`src/rtl/rv_mem_arb.sv`:
```
// Shares one single-outstanding memory bus between instruction fetch (F) and load/store (D).
// Fixed priority D > F with a starvation guard, plus a per-grant ack watchdog.
module rv_mem_arb #(
   parameter int STARVE_LIMIT = 2,
   parameter int TIMEOUT      = 64
) (
   input  logic        i_clk,
   input  logic        i_reset_n,
   input  logic        i_f_cyc,
   input  logic [31:0] i_f_addr,
   output logic [31:0] o_f_data,
   output logic        o_f_ack,
   output logic        o_f_err,
   input  logic        i_d_cyc,
   input  logic        i_d_we,
   input  logic [3:0]  i_d_sel,
   input  logic [31:0] i_d_addr,
   input  logic [31:0] i_d_wdata,
   output logic [31:0] o_d_rdata,
   output logic        o_d_ack,
   output logic        o_d_err,
   output logic        o_m_cyc,
   output logic        o_m_we,
   output logic [3:0]  o_m_sel,
   output logic [31:0] o_m_addr,
   output logic [31:0] o_m_wdata,
   input  logic [31:0] i_m_rdata,
   input  logic        i_m_ack,
   output logic [1:0]  o_grant
);
   localparam logic [1:0] IDLE  = 2'd0;
   localparam logic [1:0] GNT_F = 2'd1;
   localparam logic [1:0] GNT_D = 2'd2;

   localparam int SC_W = $clog2(STARVE_LIMIT + 1);
   localparam int WD_W = (TIMEOUT > 0) ? $clog2(TIMEOUT + 1) : 1;
   localparam logic [SC_W-1:0] SC_MAX  = SC_W'(STARVE_LIMIT);
   localparam logic [WD_W-1:0] WD_LAST = WD_W'((TIMEOUT > 0) ? TIMEOUT - 1 : 0);
   localparam bit WD_EN = (TIMEOUT > 0);

   logic [1:0]      state_q, state_d;
   logic [SC_W-1:0] starve_q, starve_d;
   logic [WD_W-1:0] wd_q, wd_d;
   logic            gnt_f, gnt_d, m_cyc, ack, tmo, pick_d, pick_f;

   assign gnt_f  = (state_q == GNT_F);
   assign gnt_d  = (state_q == GNT_D);
   assign pick_d = i_d_cyc & (~i_f_cyc | (starve_q < SC_MAX));
   assign pick_f = ~pick_d & i_f_cyc;
   assign m_cyc  = (gnt_f & i_f_cyc) | (gnt_d & i_d_cyc);
   assign ack    = m_cyc & i_m_ack;
   assign tmo    = WD_EN & m_cyc & ~i_m_ack & (wd_q == WD_LAST);

   always_comb begin
      o_m_cyc   = m_cyc;
      o_m_we    = 1'b0;
      o_m_sel   = 4'h0;
      o_m_addr  = 32'h0;
      o_m_wdata = 32'h0;
      if (gnt_f) begin
         o_m_sel  = 4'hF;
         o_m_addr = i_f_addr;
      end else if (gnt_d) begin
         o_m_we    = i_d_we;
         o_m_sel   = i_d_sel;
         o_m_addr  = i_d_addr;
         o_m_wdata = i_d_wdata;
      end
   end

   assign o_f_ack   = gnt_f & ack;
   assign o_d_ack   = gnt_d & ack;
   assign o_f_data  = o_f_ack ? i_m_rdata : 32'h0;
   assign o_d_rdata = o_d_ack ? i_m_rdata : 32'h0;
   assign o_f_err   = gnt_f & tmo;
   assign o_d_err   = gnt_d & tmo;
   assign o_grant   = {gnt_d, gnt_f};

   // Re-arbitrate from IDLE or in the ack cycle itself so back-to-back grants have no bubble.
   always_comb begin
      state_d  = state_q;
      starve_d = starve_q;
      wd_d     = '0;
      if (state_q == IDLE || ack) begin
         if (pick_d) begin
            state_d = GNT_D;
            if (!i_f_cyc)
               starve_d = '0;
            else if (starve_q != SC_MAX)
               starve_d = starve_q + SC_W'(1);
         end else if (pick_f) begin
            state_d  = GNT_F;
            starve_d = '0;
         end else begin
            state_d = IDLE;
         end
      end else if (!m_cyc || tmo) begin
         state_d = IDLE;
      end else if (wd_q != '1) begin
         wd_d = wd_q + WD_W'(1);
      end else begin
         wd_d = wd_q;
      end
   end

   always_ff @(posedge i_clk) begin
      if (!i_reset_n) begin
         state_q  <= IDLE;
         starve_q <= '0;
         wd_q     <= '0;
      end else begin
         state_q  <= state_d;
         starve_q <= starve_d;
         wd_q     <= wd_d;
      end
   end
endmodule

```
`config.mk`:
```
export PLATFORM = sky130hd
export DESIGN_NAME = rv_mem_arb
export DESIGN_NICKNAME = d
export VERILOG_FILES = /design/src/rtl/rv_mem_arb.sv
export SDC_FILE = /design/constraint.sdc
export NUM_CORES = 1
export LEC_CHECK = 0
export ABC_AREA = 1
export CAP_MARGIN = 40
export CORE_AREA = 2 2 107 109
export CTS_CLUSTER_SIZE = 24
export DETAILED_ROUTE_END_ITERATION = 12
export DIE_AREA = 0 0 109 111
export GPL_ROUTABILITY_DRIVEN = 0
export GPL_TIMING_DRIVEN = 0
export PLACE_DENSITY_LB_ADDON = 0.3
export SLEW_MARGIN = 20
export SYNTH_ARGS = -nofsm -noshare
export SYNTH_HDL_FRONTEND = slang
export SYNTH_SLANG_ARGS = --single-unit
```
`constraint.sdc`:
```
create_clock -name i_clk -period 1.5 [get_ports i_clk]
set_input_delay 0.3 -clock i_clk [delete_from_list [all_inputs] [get_ports i_clk]]
set_output_delay 0.3 -clock i_clk [all_outputs]
set_load 0.02 [all_outputs]
```
==> out/results.txt <==
Post-synth top area cell - nor2_1
Overflow after GRT - 0
CP arrival - 1.51 ns
Max-cap violations - 0
CTS root buffer - clkbuf_16
Syn avg cell area - 5.43 µm²
First-pass iteration count of the detailed router - 4
Worst setup SP type - flip-flop
Die W - 109 µm
Final setup viols - 139
Combinational share of power - 65.7%
Top post-synthesis cells by area - nor2_1 (25%), inv_1 (17%), a22o_1 (16%)
Power Total - 0.00234 W
Die area - 0.0121 mm²
Post-synthesis cell type count - 22
Initial drt markers - 112
Worst Clk Skew - 0.00197 ns
Pint - 0.00149 W
Psw - 0.000842 W
Routed Antenna Nets - 0
Post-DP Area - 0.00522 mm²
TritonCTS buffer count - 3
F_max - 0.552 GHz
Max incr delay on CP - 0.37 ns
Tightest Pin Transition - 0.226 ns
Period minus WS final - 1.81 ns
Placed insts - 741
Sequential fraction of design power - 13.6%
Vias per Instance - 4.15
Die Ht - 111 µm
Critical path peak fanout - 8
Final-report max-slew violation count - 0
Setup crit end kind - output port
Final worst path period share - 121%
Failing checks - negative setup slack
Syn. warnings - 0
Worst hold-check path type - flip-flop to flip-flop
Layout cell share with drive strength beyond 1 - 50.6%
Final WS setup - -0.312 ns
Final TNS setup - -32.79 ns
Gr usage total - 18.3%
Status - complete, but fails checks
Total power per unit cell area - 367 mW/mm²
Core area - 0.0111 mm²
Register area share after synthesis - 12.6%
Final cell area excluding filler cells - 0.00637 mm²
Peak VDD IR - 0.734 mV
Cell Area, Synth - 0.00174 mm²
Initial Utilization - 15.7%
CP max-delay cell - dfxtp_4
Port bufs - 277
First-pass GRT wire length - 17200 µm
Most frequent CP cell - nand2_8
Switching Fraction - 36.1%
Syn_nets - 461
Worst skew pair latency - 0.24 ns
Maximum clock insertion buffer count - 2
HPWL Detailed - 9780 µm
Clock power frac - 20.7%
Critical path class - flip-flop to output port
Total routed wirelength - 12700 µm
Synth Register Bits - 11
I/O pins - 278
Post-Synthesis Cells - 321
Number of global-route vias before repair - 3191
ANT cells - 0
Routed wire per std cell - 16.2 µm
# DRC - 0
CP required - 1.20 ns
Core Rows - 39
Yosys top cell area share - 24.7%
Largest net degree at the start of global routing - 11
Finished Layout Cells - 783
Final hold vios - 0
Static Leak - 2.96 nW
Sink Count - 11
Area grow syn2layout - 265%
CTS Hold Bufs - 0
Relative slew margins - 84.9%
H-tree depth - 1
Vias - 3253
Dpl ws - -1.12 ns
RSZ-0062 raised after global routing - yes
Final net count - 781
Initial antenna violation count - 0
TritonCTS clock tree - done
Clock transition at path regs - 0.04 ns
Worst-path cell chain - inv_4 -> nand3_2 -> nand2_4 -> nand2_8 -> clkinv_8 -> nand2_8 -> clkbuf_16 -> nor2_4 -> buf_6
[sequential cells by signal, indices dropped and copies added (netlist names)]
name / cells
starve_q: 2
state_q: 2
wd_q: 7
[cells in the final DEF (no fill, tap or decap), drive strengths merged]
cell type      count
clkinvlp           1
clkinv             2
a21oi              5
clkdlybuf4s50    134
o21ai              1
clkbuf            12
dlygate4sd2        2
nand2             35
nand3             11
clkdlybuf4s15      1
ha                 2
buf              186
a22o              32
xnor2              1
nor2             118
or2                1
inv               81
nand4              2
xor2               2
dfxtp             11
[critical path, delay by kind of cell, from the launching register on]
family,cells,cell delay (ns)
and+or+nand+nor,5,0.43
DFF,1,0.37
buffers and inverters,4,0.46
[power groups by stage]
stage,logic [W],registers [W],clock network (W)
CTS,0.00132,0.000318,0.000493
global route,0.00162,0.000320,0.000507
finish,0.00153,0.000318,0.000483
global placement,0.00121,0.000322,0
floorplan,0.000522,0.000321,0
detailed placement,0.00122,0.000323,0
[cell usage after synthesis]
cell and n:
nor2_1 115, inv_1 80, a22o_1 32, nand2_1 28
dfxtp_1 11, nand3_1 11, buf_4 7, buf_6 6
a21oi_1 5, nand2_4 5, clkbuf_1 3, nor2_4 3
buf_2 2, ha_1 2, inv_2 2, nand4_1 2
xor2_1 2, inv_4 1, nand2_2 1, o21ai_0 1
or2_2 1, xnor2_1 1
[repair_timing]
| item | 4_1_cts | 5_1_grt |
|---|---|---|
| setup endpoints to repair | 140 | 140 |
| pin swaps | 17 | 15 |
| resized for setup | 862 | 110 |
| cloned | 3 | 11 |
| buffers inserted | 17 | 8 |
[worst paths after layout]
kind,to,slack (ns),cells past startpoint,startpoint
max reg2reg,wd_q[0],0.15,8,wd_q[0]
min reg2reg,wd_q[6],0.50,2,wd_q[6]
max,o_f_data[14],-0.31,9,state_q[1]
min,wd_q[6],0.50,2,wd_q[6]
[routing by layer]
metal | global-route usage (%) | up-vias | routed length, µm
met5 | 0 | - | 0
met4 | 1.11 | 0 | 46
met3 | 6.00 | 4 | 1240
met2 | 33.5 | 145 | 6520
met1 | 21.4 | 1505 | 4890
li1 | - | 1599 | -
[cell families (layout without fill, tap and decap cells)]
| kind of cell | Yosys count | after routing | share of synthesized area [%] |
|---|---|---|---|
| XOR/XNOR | 3 | 3 | 1.51 |
| flip-flops | 11 | 11 | 12.6 |
| AND/OR/NAND/NOR | 166 | 167 | 40.5 |
| buffers and inverters | 101 | 419 | 26.1 |
| AO/OA/AOI/OAI | 38 | 38 | 17.8 |
| adder cells (fa/ha/maj) | 2 | 2 | 1.43 |
[area by class of cell]
cell class,instances,area [µm²]
Tap cell,143,179
Timing Repair Buffer,314,3390
Clock inverter,1,5.00
Clock buffer,3,75.1
Multi-Input combinational cell,210,1850
Buffer,18,289
Inverter,83,345
Fill cell,992,4710
Sequential cell,11,230
[per-stage QoR]
stage | hold WS [ns] | util, %
after CTS | 0.503 | 51.3
final | 0.503 | 57.5
after global routing | 0.544 | 57.5
after detailed placement | 0.481 | 47.1
after global placement | 0.470 | 47.1
after floorplan | 0.421 | -
(Power assumes the default switching activity.)
